==> config.mk <==
export PLATFORM = sky130hd
export DESIGN_NAME = timer_digit_register
export DESIGN_NICKNAME = d
export VERILOG_FILES = /design/src/rtl/timer_digit_register.sv
export SDC_FILE = /design/constraint.sdc
export NUM_CORES = 1
export LEC_CHECK = 0
export CORE_ASPECT_RATIO = 1.4
export CORE_MARGIN = 8
export CORE_UTILIZATION = 35
export DETAILED_ROUTE_END_ITERATION = 7
export GPL_TIMING_DRIVEN = 0
export PLACE_DENSITY = 0.56
export SETUP_SLACK_MARGIN = 0.2
export SLEW_MARGIN = 20
export SYNTH_ARGS = -nofsm -noshare
export SYNTH_HDL_FRONTEND = slang
export SYNTH_SLANG_ARGS = --single-unit
==> constraint.sdc <==
create_clock -name clock -period 6.8 [get_ports clock]
set_clock_uncertainty 0.2 [all_clocks]
set_input_delay 1.02 -clock clock [delete_from_list [all_inputs] [get_ports clock]]
set_output_delay 1.02 -clock clock [all_outputs]
set_load 0.01 [all_outputs]
==> src/rtl/timer_digit_register.sv <==
// MM:SS timer digit register: shifts keyed BCD digits in while idle and counts
// down once per 1 Hz tick while running, pulsing done on reaching 00:00.
module timer_digit_register (
  input  logic       clock,
  input  logic       reset,
  input  logic [3:0] BCD,
  input  logic       loadn,
  input  logic       pgt_1Hz,
  input  logic       start,
  input  logic       stop,
  output logic [3:0] sec_ones,
  output logic [3:0] sec_tens,
  output logic [3:0] min_ones,
  output logic [3:0] min_tens,
  output logic       running,
  output logic       zero,
  output logic       done
);

  typedef enum logic [1:0] {
    IDLE   = 2'd0,
    RUN    = 2'd1,
    PAUSED = 2'd2
  } state_t;

  state_t      state_q, state_d;
  logic [15:0] digits_q, digits_d;
  logic        loadn_q;
  logic        running_q, running_d;
  logic        done_q, done_d;
  logic        load_ev_s;
  logic        zero_s;
  logic [15:0] dec_s;

  // BCD countdown with borrow; digits packed as {min_tens, min_ones, sec_tens, sec_ones}.
  // Seconds tens above 5 are never normalised, so keyed 00:99 counts down literally.
  function automatic logic [15:0] bcd_dec(input logic [15:0] t);
    logic [15:0] r;
    r = t;
    if (t[3:0] != 4'd0) begin
      r[3:0] = t[3:0] - 4'd1;
    end else begin
      r[3:0] = 4'd9;
      if (t[7:4] != 4'd0) begin
        r[7:4] = t[7:4] - 4'd1;
      end else begin
        r[7:4] = 4'd5;
        if (t[11:8] != 4'd0) begin
          r[11:8] = t[11:8] - 4'd1;
        end else begin
          r[11:8]  = 4'd9;
          r[15:12] = t[15:12] - 4'd1;
        end
      end
    end
    return r;
  endfunction

  assign load_ev_s = !loadn && loadn_q;
  assign zero_s    = (digits_q == 16'h0000);
  assign dec_s     = bcd_dec(digits_q);

  // Next-state and digit update; stop beats start beats tick beats load.
  always_comb begin
    state_d  = state_q;
    digits_d = digits_q;
    done_d   = 1'b0;
    case (state_q)
      IDLE: begin
        if (stop) begin
          digits_d = 16'h0000;
        end else if (start && !zero_s) begin
          state_d = RUN;
        end else if (load_ev_s && (BCD <= 4'd9)) begin
          digits_d = {digits_q[11:0], BCD};
        end else begin
          digits_d = digits_q;
        end
      end
      RUN: begin
        if (stop) begin
          state_d = PAUSED;
        end else if (pgt_1Hz) begin
          digits_d = dec_s;
          if (dec_s == 16'h0000) begin
            state_d = IDLE;
            done_d  = 1'b1;
          end else begin
            state_d = RUN;
          end
        end else begin
          state_d = RUN;
        end
      end
      PAUSED: begin
        if (stop) begin
          state_d  = IDLE;
          digits_d = 16'h0000;
        end else if (start) begin
          state_d = RUN;
        end else begin
          state_d = PAUSED;
        end
      end
      default: begin
        state_d  = IDLE;
        digits_d = 16'h0000;
      end
    endcase
    running_d = (state_d == RUN);
  end

  // State, digit and output registers.
  always_ff @(posedge clock or posedge reset) begin
    if (reset) begin
      state_q   <= IDLE;
      digits_q  <= 16'h0000;
      loadn_q   <= 1'b1;
      running_q <= 1'b0;
      done_q    <= 1'b0;
    end else begin
      state_q   <= state_d;
      digits_q  <= digits_d;
      loadn_q   <= loadn;
      running_q <= running_d;
      done_q    <= done_d;
    end
  end

  assign sec_ones = digits_q[3:0];
  assign sec_tens = digits_q[7:4];
  assign min_ones = digits_q[11:8];
  assign min_tens = digits_q[15:12];
  assign running  = running_q;
  assign zero     = zero_s;
  assign done     = done_q;

endmodule

Word level (Yosys, flattened, before mapping). Cells that the tools add are included.

Output and inout bits: 19. Bits in registers: 21. Input port bits: 10.

Multiplexer cells: 25. Reduce and logical (&&, ||, !) cells: 12. $lt $le $gt $ge: 1. $add $sub $neg: 4. Equal/unequal tests: 8.

Operator list (number): two-way mux 16 bit (6); one-hot mux 16 bit (3 select lines) (1); logical NOT 16 bit (2); two-way mux 4 bit (4); subtractor 4 x 1 -> 4 bit (second input constant) (4); two-way mux 12 bit (1); two-way mux 2 bit (6); nonzero test 4 bit (3); two-way mux 8 bit (1); != test 2 bit (second input constant) (3); != test 3 bit (second input constant) (2); one-hot mux 2 bit (3 select lines) (1); two-way mux 1 bit (5); AND reduction 5 bit (1); == test 2 x 1 -> 1 bit (second input constant) (2); <= comparator 4 bit (second input constant) (1); logical AND 1 bit (3); == test 2 bit (second input constant) (1); logical NOT 1 bit (2); logical NOT 2 bit (1).

Depth between registers and ports, before layout. Gate-level depths: netlist (run 1).

Depth after elaboration: 10. Mapped depth: 9. Depth with buffers taken out: 7.

Worst setup path after synthesis (run 1). Ideal clock, no wire load.

Kind: reg-to-output. From: register digits_q[1]. To: output port zero. Data required time: 5580 ps. Path slack: 4096 ps. Data arrival time: 1484 ps. Cell stages (with the launch flop): 5. Path buffers: 1. Cell sequence: dfrtp_1 clkbuf_1 nor4_2 nand4b_1 nor3_1.

Cells in the longest elaborated chain, start to end: 1.

Ends and longest elaborated chain: from (decl) (RTL line 27) `logic [15:0] digits_q, digits_d;`; from (signal assigned) (RTL line 123) `digits_q <= digits_d;`; logical NOT 16 bit (RTL line 60) `assign zero_s = (digits_q == 16'h0000);`; to (decl) (RTL line 16) `output logic zero,`.

No other way between the ends.

Worst setup path in the final report (run 1). Same ends and word-level chain as after synthesis.

==> results.py, run 1 <==
metrics = {
    "clock_tree": {
        "root_buffer": "clkbuf_8",
        "cts-htree-levels": 1,
        "cts_tree": "yes",
        "postCtsSetupBuffers": 0,
        "cts_made_buffers": 3,
        "clkLatencyLatePin_ns": 0.27,
        "clk_pin_slew_worst_paths_ns": 0.08,
        "cts_sinks": 21,
        "cts_hold_buf": 0,
        "cts_resized": 0,
        "cts.path.max_buffers": 2,
    },
    "logic_synthesis": {
        "ys_seq_elements": 21,
        "synth_fa_ha_area_frac": 0.01773,
        "syn_area_per_cell_sq_um": 8.502,
        "synth_top_area_share": 0.3546,
        "synth_edf_count": 0,
        "synth_top_family_by_area": "compound AO/OA/AOI/OAI gates",
        "synth_common_cells": "20 x dfrtp_1, 20 x o21ai_0, 17 x nor2_1",
        "synth_flop_cell": "dfrtp_1",
        "synth_cell_types": 45,
        "synth_area_leaders": "dfrtp_1 35%, o21ai_0 7.1%, nor2_1 4.5%",
        "synth-compound-area-share": 0.2677,
        "synth_warnings": 0,
        "seq_area_frac_synth": 0.3732,
        "synth_cells": 166,
        "synth_xor_area_frac": 0,
        "synth_area_sq_um": 1411,
        "yosys.area.top_type": "dfrtp_1",
        "async_flop_share": 1.000,
        "synth_nets": 178,
        "synthSimpleGateAreaFrac": 0.2473,
        "muxShareOfSynthArea": 0.02216,
    },
    "timing": {
        "layout_setup_ws_ns": 3.099,
        "drv_slew": 0,
        "tightest_slew_ns": 0.8443,
        "relSlewSlack": 0.4365,
        "fin_crit_sh": 0.5443,
        "clock.fmax_mhz": 270.2,
        "finalSetupTns_ns": 0,
        "hold_viol_final": 0,
        "setup_viol": 0,
        "rsz0062_at_grt": "false",
        "min_period_ns": 3.701,
    },
    "place": {
        "hpwl_um": 3019,
        "placedCellCount": 237,
        "place.gp.congestion": 0.9435,
        "place_ws_ns": 3.320,
        "port_buffers": 28,
    },
    "global_route": {
        "antenna_found_initial": 0,
        "grt_pass1_wl_um": 7093,
        "grt-ovfl-total": 0,
        "grt_use_total": 0.1328,
        "grt_pass1_vias": 1457,
        "grt_max_degree": 22,
    },
    "floorplanning": {
        "die_h_um": 91.14,
        "num_rows": 27,
        "die_w_um": 69.67,
        "core_sq_um": 3919,
        "io_pins": 29,
        "die_area_sq_um": 6349,
        "start_util": 0.3602,
    },
    "route": {
        "drc": 0,
        "wl_per_cell_um": 17.44,
        "first_pass_iters": 4,
        "first_iter_violations": 71,
        "drt-total-wl_um": 4203,
        "ant_nets": 0,
        "vias": 1421,
        "drt-vias-per-instance": 5.896,
    },
    "layout": {
        "drive_above_1_share": 0.08081,
        "antennaDiodeCount": 0,
        "final_cells": 241,
        "nets": 211,
        "area_growth_pct": 26.86,
    },
    "job": {
        "maxCapViolCount": 0,
    },
    "worst_setup_path": {
        "cp_cell_sequence": "clkbuf_1 > nor4_2 > nand4b_1 > nor3_1 > clkdlybuf4s50_1",
        "arrival_ns": 2.48,
        "startpoint_type": "register",
        "cpMaxStageDelayCell": "clkdlybuf4s50_1",
        "slowest_delay_ns": 0.61,
        "cp-end-kind": "primary output",
        "required_ns": 5.58,
        "cp-startpoint": "digits_q[1]",
        "r2r-start": "digits_q[1]",
        "crit_type": "register to primary output",
        "critPathMaxFanout": 9,
    },
    "min_path": {
        "hp-start": "digits_q[8]",
        "hold_path.class": "register to register",
    },
    "power_and_ir_drop": {
        "p_per_area_nw_per_um2": 482.1,
        "leakagePower_uw": 0.0006957,
        "power_uw": 863.2,
        "ir_drop_mv": 0.2366,
    },
    "run_status": {
        "status": "finished, final reports clean",
    },
}
-- state kept, by name, summed over array words and instances, names as in the netlist --
| register | flops |
|---|---|
| running | 1 |
| loadn_q | 1 |
| digits_q | 16 |
| done | 1 |
| state_q | 2 |
-- final timing paths --
path,end,slack (ns),depth (start not counted)
max,zero,3.10,5
min,digits_q[8],0.40,1
max reg2reg,digits_q[9],4.23,6
min reg2reg,digits_q[8],0.40,1
max in group asynchronous,digits_q[5],4.86,2
min in group asynchronous,done,1.02,2
-- through the flow --
step / area, sq um / util / hold WS (ns)
finish: 1790 / 0.4569 / 0.4004
global route: 1790 / 0.4569 / 0.4437
CTS: 1790 / 0.4569 / 0.4081
detailed placement: 1745 / 0.4454 / 0.3891
global placement: 1745 / 0.4454 / 0.3833
floorplan: 1411 / - / 0.3364
-- critical path: cells and delay by family (launching register included) --
| kind | cells | cell delay [ns] |
|---|---|---|
| and+or+nand+nor | 3 | 1.02 |
| buffers and inverters | 2 | 0.81 |
| DFF | 1 | 0.38 |
-- where the power goes --
group	switching [uW]	internal (uW)
Combinational	311	241
Clock	44.1	41.9
Sequential	57.7	168
-- layout by cell type, fill, tap and decap left out, types with 2 or more instances in the layout --
master and count:
buf_6 2, nor2_1 17, nand2_1 12, dfrtp_1 20
nor3_1 6, inv_1 8, nand3_1 3, a32oi_1 4
a22oi_1 5, nand4b_1 2, a21oi_1 8, buf_2 3
clkbuf_8 3, o31ai_1 4, ha_1 2, mux2i_1 2
nand4_1 2, clkbuf_1 10, nor4_1 7, o2bb2ai_1 2
o21ai_0 20, a32o_1 2, a22o_1 3, clkdlybuf4s50_1 28
-- area by class of cell --
| class | count | area, sq um |
|---|---|---|
| Multi-Input combinational cell | 123 | 783.3 |
| Timing Repair Buffer | 28 | 280.3 |
| Buffer | 14 | 71.32 |
| Clock buffer | 4 | 45.04 |
| Tap cell | 43 | 53.80 |
| Inverter | 8 | 30.03 |
| Fill cell | 390 | 2128 |
| Sequential cell | 21 | 526.8 |
-- kinds of logic (layout without fill, tap and decap cells) --
| kind of cell | count (synthesis) | after routing |
|---|---|---|
| and+or+nand+nor | 62 | 62 |
| DFF | 21 | 21 |
| AOI/OAI and AO/OA | 56 | 56 |
| muxes | 3 | 3 |
| adders and majority gates | 2 | 2 |
| buffers and inverters | 22 | 54 |
-- metal layers --
metal  part of all wire  GRT usage  routed length, um  vias up
met5                  0          0                  0        -
met2               0.49     0.2221               2041       42
met1               0.44     0.1551               1847      683
met3              0.054    0.03595                227        9
li1                   -          -                  -      687
met4              0.021    0.05714                 87        0
Power figures use the tool's default switching activity.
==> run 2: changes to the inputs <==
- clock period: 6.8 -> 3.5 ns (I/O delays scaled with it)
==> results.py, run 2 (synthesized netlist as in run 1, its figures left out) <==
metrics = {
    "run_status": {
        "status": "finished, final reports clean",
    },
    "timing": {
        "finalSetupTns_ns": 0,
        "clock.fmax_mhz": 326.0,
        "rsz0062_at_grt": "false",
        "min_period_ns": 3.068,
        "fin_hold_ws_ns": 0.3996,
        "drv_slew": 0,
        "fin_crit_sh": 0.8764,
        "relSlewSlack": 0.4367,
        "hold_viol_final": 0,
        "setup_viol": 0,
        "tightest_slew_ns": 0.8440,
    },
    "worst_setup_path": {
        "cp-end-kind": "primary output",
        "reg2regPathDepth": 6,
        "arrival_ns": 2.34,
        "critPathMaxFanout": 9,
        "crit_type": "register to primary output",
        "startpoint_type": "register",
        "required_ns": 2.77,
    },
    "power_and_ir_drop": {
        "p_per_area_nw_per_um2": 938.3,
        "p_int_uw": 882.4,
        "leakagePower_uw": 0.0006982,
        "p_clk_frac": 0.100,
        "pwr-share-comb": 0.640,
        "ir_drop_mv": 0.4655,
        "p_switching_uw": 805.9,
        "pwr-share-seq": 0.260,
        "switching_share": 0.4774,
        "power_uw": 1688,
    },
    "clock_tree": {
        "cts_sinks": 21,
        "clkLatencyLatePin_ns": 0.27,
        "cts_tree": "yes",
        "cts.path.max_buffers": 2,
        "cts_hold_buf": 0,
        "cts_made_buffers": 3,
        "root_buffer": "clkbuf_8",
        "cts-htree-levels": 1,
        "clk_pin_slew_worst_paths_ns": 0.08,
    },
    "min_path": {
        "hold_path.class": "register to register",
        "hold_path_depth": 1,
    },
    "floorplanning": {
        "die_h_um": 91.14,
        "die_w_um": 69.67,
        "core_sq_um": 3919,
        "num_rows": 27,
        "start_util": 0.3602,
        "io_pins": 29,
        "die_area_sq_um": 6349,
    },
    "route": {
        "drc": 0,
        "drt-total-wl_um": 4178,
        "vias": 1411,
        "ant_nets": 0,
        "drt-vias-per-instance": 5.855,
        "first_iter_violations": 63,
        "wl_per_cell_um": 17.34,
        "first_pass_iters": 4,
    },
    "place": {
        "place.gp.congestion": 0.9435,
        "port_buffers": 28,
        "hpwl_um": 3019,
    },
    "layout": {
        "top_register": "digits_q",
        "largest_register_ffs": 16,
        "layout_commonest_cell": "clkdlybuf4s50_1",
        "largestRegisters": "digits_q (16), state_q (2)",
        "drive_above_1_share": 0.08081,
        "area_growth_pct": 27.48,
        "nets": 211,
        "layout_common_cells": "28 x clkdlybuf4s50_1, 20 x o21ai_0, 20 x dfrtp_1",
        "antennaDiodeCount": 0,
    },
    "global_route": {
        "grt-ovfl-total": 0,
        "grt_use_total": 0.1328,
        "grt_max_degree": 22,
        "grt_pass1_vias": 1457,
        "antenna_found_initial": 0,
        "grt_pass1_wl_um": 7093,
    },
    "job": {
        "maxCapViolCount": 0,
    },
}
-- run 2: repair_timing --
| action | in CTS | in global routing |
|---|---|---|
| setup endpoints to repair | 0 | 1 |
| setup buffers | 0 | 0 |
| resized for setup | 0 | 1 |
-- run 2: layout make-up --
| cell class | count | area (sq um) |
|---|---|---|
| plain buffers | 14 | 71.32 |
| flip-flops and latches | 21 | 526.8 |
| well taps | 43 | 53.80 |
| multi-input cells | 123 | 792.0 |
| repair buffers | 28 | 280.3 |
| fillers | 387 | 2120 |
| clock buffers | 4 | 45.04 |
| inverters | 8 | 30.03 |
-- run 2: power groups by stage --
stage	Combinational (uW)	Clock (uW)	Sequential, uW
after floorplan	682	0	451
after global placement	1060	0	438
after global routing	1200	181	454
after detailed placement	1060	0	440
final	1080	168	439
after CTS	1070	171	436
-- run 2: final timing paths --
| kind | startpoint | to | slack [ns] |
|---|---|---|---|
| min | digits_q[8] | digits_q[8] | 0.40 |
| max in group asynchronous | reset | digits_q[5] | 2.06 |
| min reg2reg | digits_q[8] | digits_q[8] | 0.40 |
| min in group asynchronous | reset | done | 0.52 |
| max | digits_q[1] | zero | 0.43 |
| max reg2reg | digits_q[1] | digits_q[9] | 0.90 |
-- run 2: metal layers --
metal,vias to the layer above,routed length [um],part of all wire,track usage
met5,-,0,0,0
met4,0,87,0.021,0.05714
met3,9,237,0.057,0.03595
met2,46,2037,0.49,0.2221
met1,671,1815,0.43,0.1551
li1,685,-,-,-
-- run 2: critical path, cell delays in order (launching register included) --
cell	delay, ns
dfrtp_1	0.38
clkbuf_1	0.22
nor4_4	0.45
nand4b_1	0.15
nor3_1	0.27
clkdlybuf4s50_1	0.61
-- run 2: metrics by stage --
step / std cells / area, sq um / worst slack (ns) / utilization
finish: 241 / 1799 / 0.4325 / 0.4591
global placement: 237 / 1745 / 0.5407 / 0.4454
CTS: 241 / 1790 / 0.2964 / 0.4569
floorplan: 166 / 1411 / 1.133 / -
global route: 241 / 1799 / 0.2998 / 0.4591
detailed placement: 237 / 1745 / 0.5145 / 0.4454
==> run 3: changes to the inputs <==
--- a/config.mk
+++ b/config.mk
@@ -14,3 +14,2 @@
 export SETUP_SLACK_MARGIN = 0.2
-export SLEW_MARGIN = 20
 export SYNTH_ARGS = -nofsm -noshare
==> constraint.sdc (replaced) <==
create_clock -name clock -period 3.5 [get_ports clock]
set_clock_uncertainty 0.2 [all_clocks]
set_input_delay 0.35 -clock clock [delete_from_list [all_inputs] [get_ports clock]]
set_output_delay 0.35 -clock clock [all_outputs]
set_load 0.01 [all_outputs]
==> results of run 3 <==
Same layout as run 1 (identical final DEF). Status: finished, final reports clean.
Among the figures that moved: setup slack after placement 3.320 ns -> 0.6895 ns; setup slack after layout 3.099 ns -> 0.4686 ns; hold slack 0.4004 ns -> 0.3419 ns; register-to-register setup slack 4.23 ns -> 0.93 ns; end point of the worst hold path digits_q[8] -> loadn_q; total power 863.2 uW -> 1677 uW; worst IR drop on VDD 0.2366 mV -> 0.4597 mV
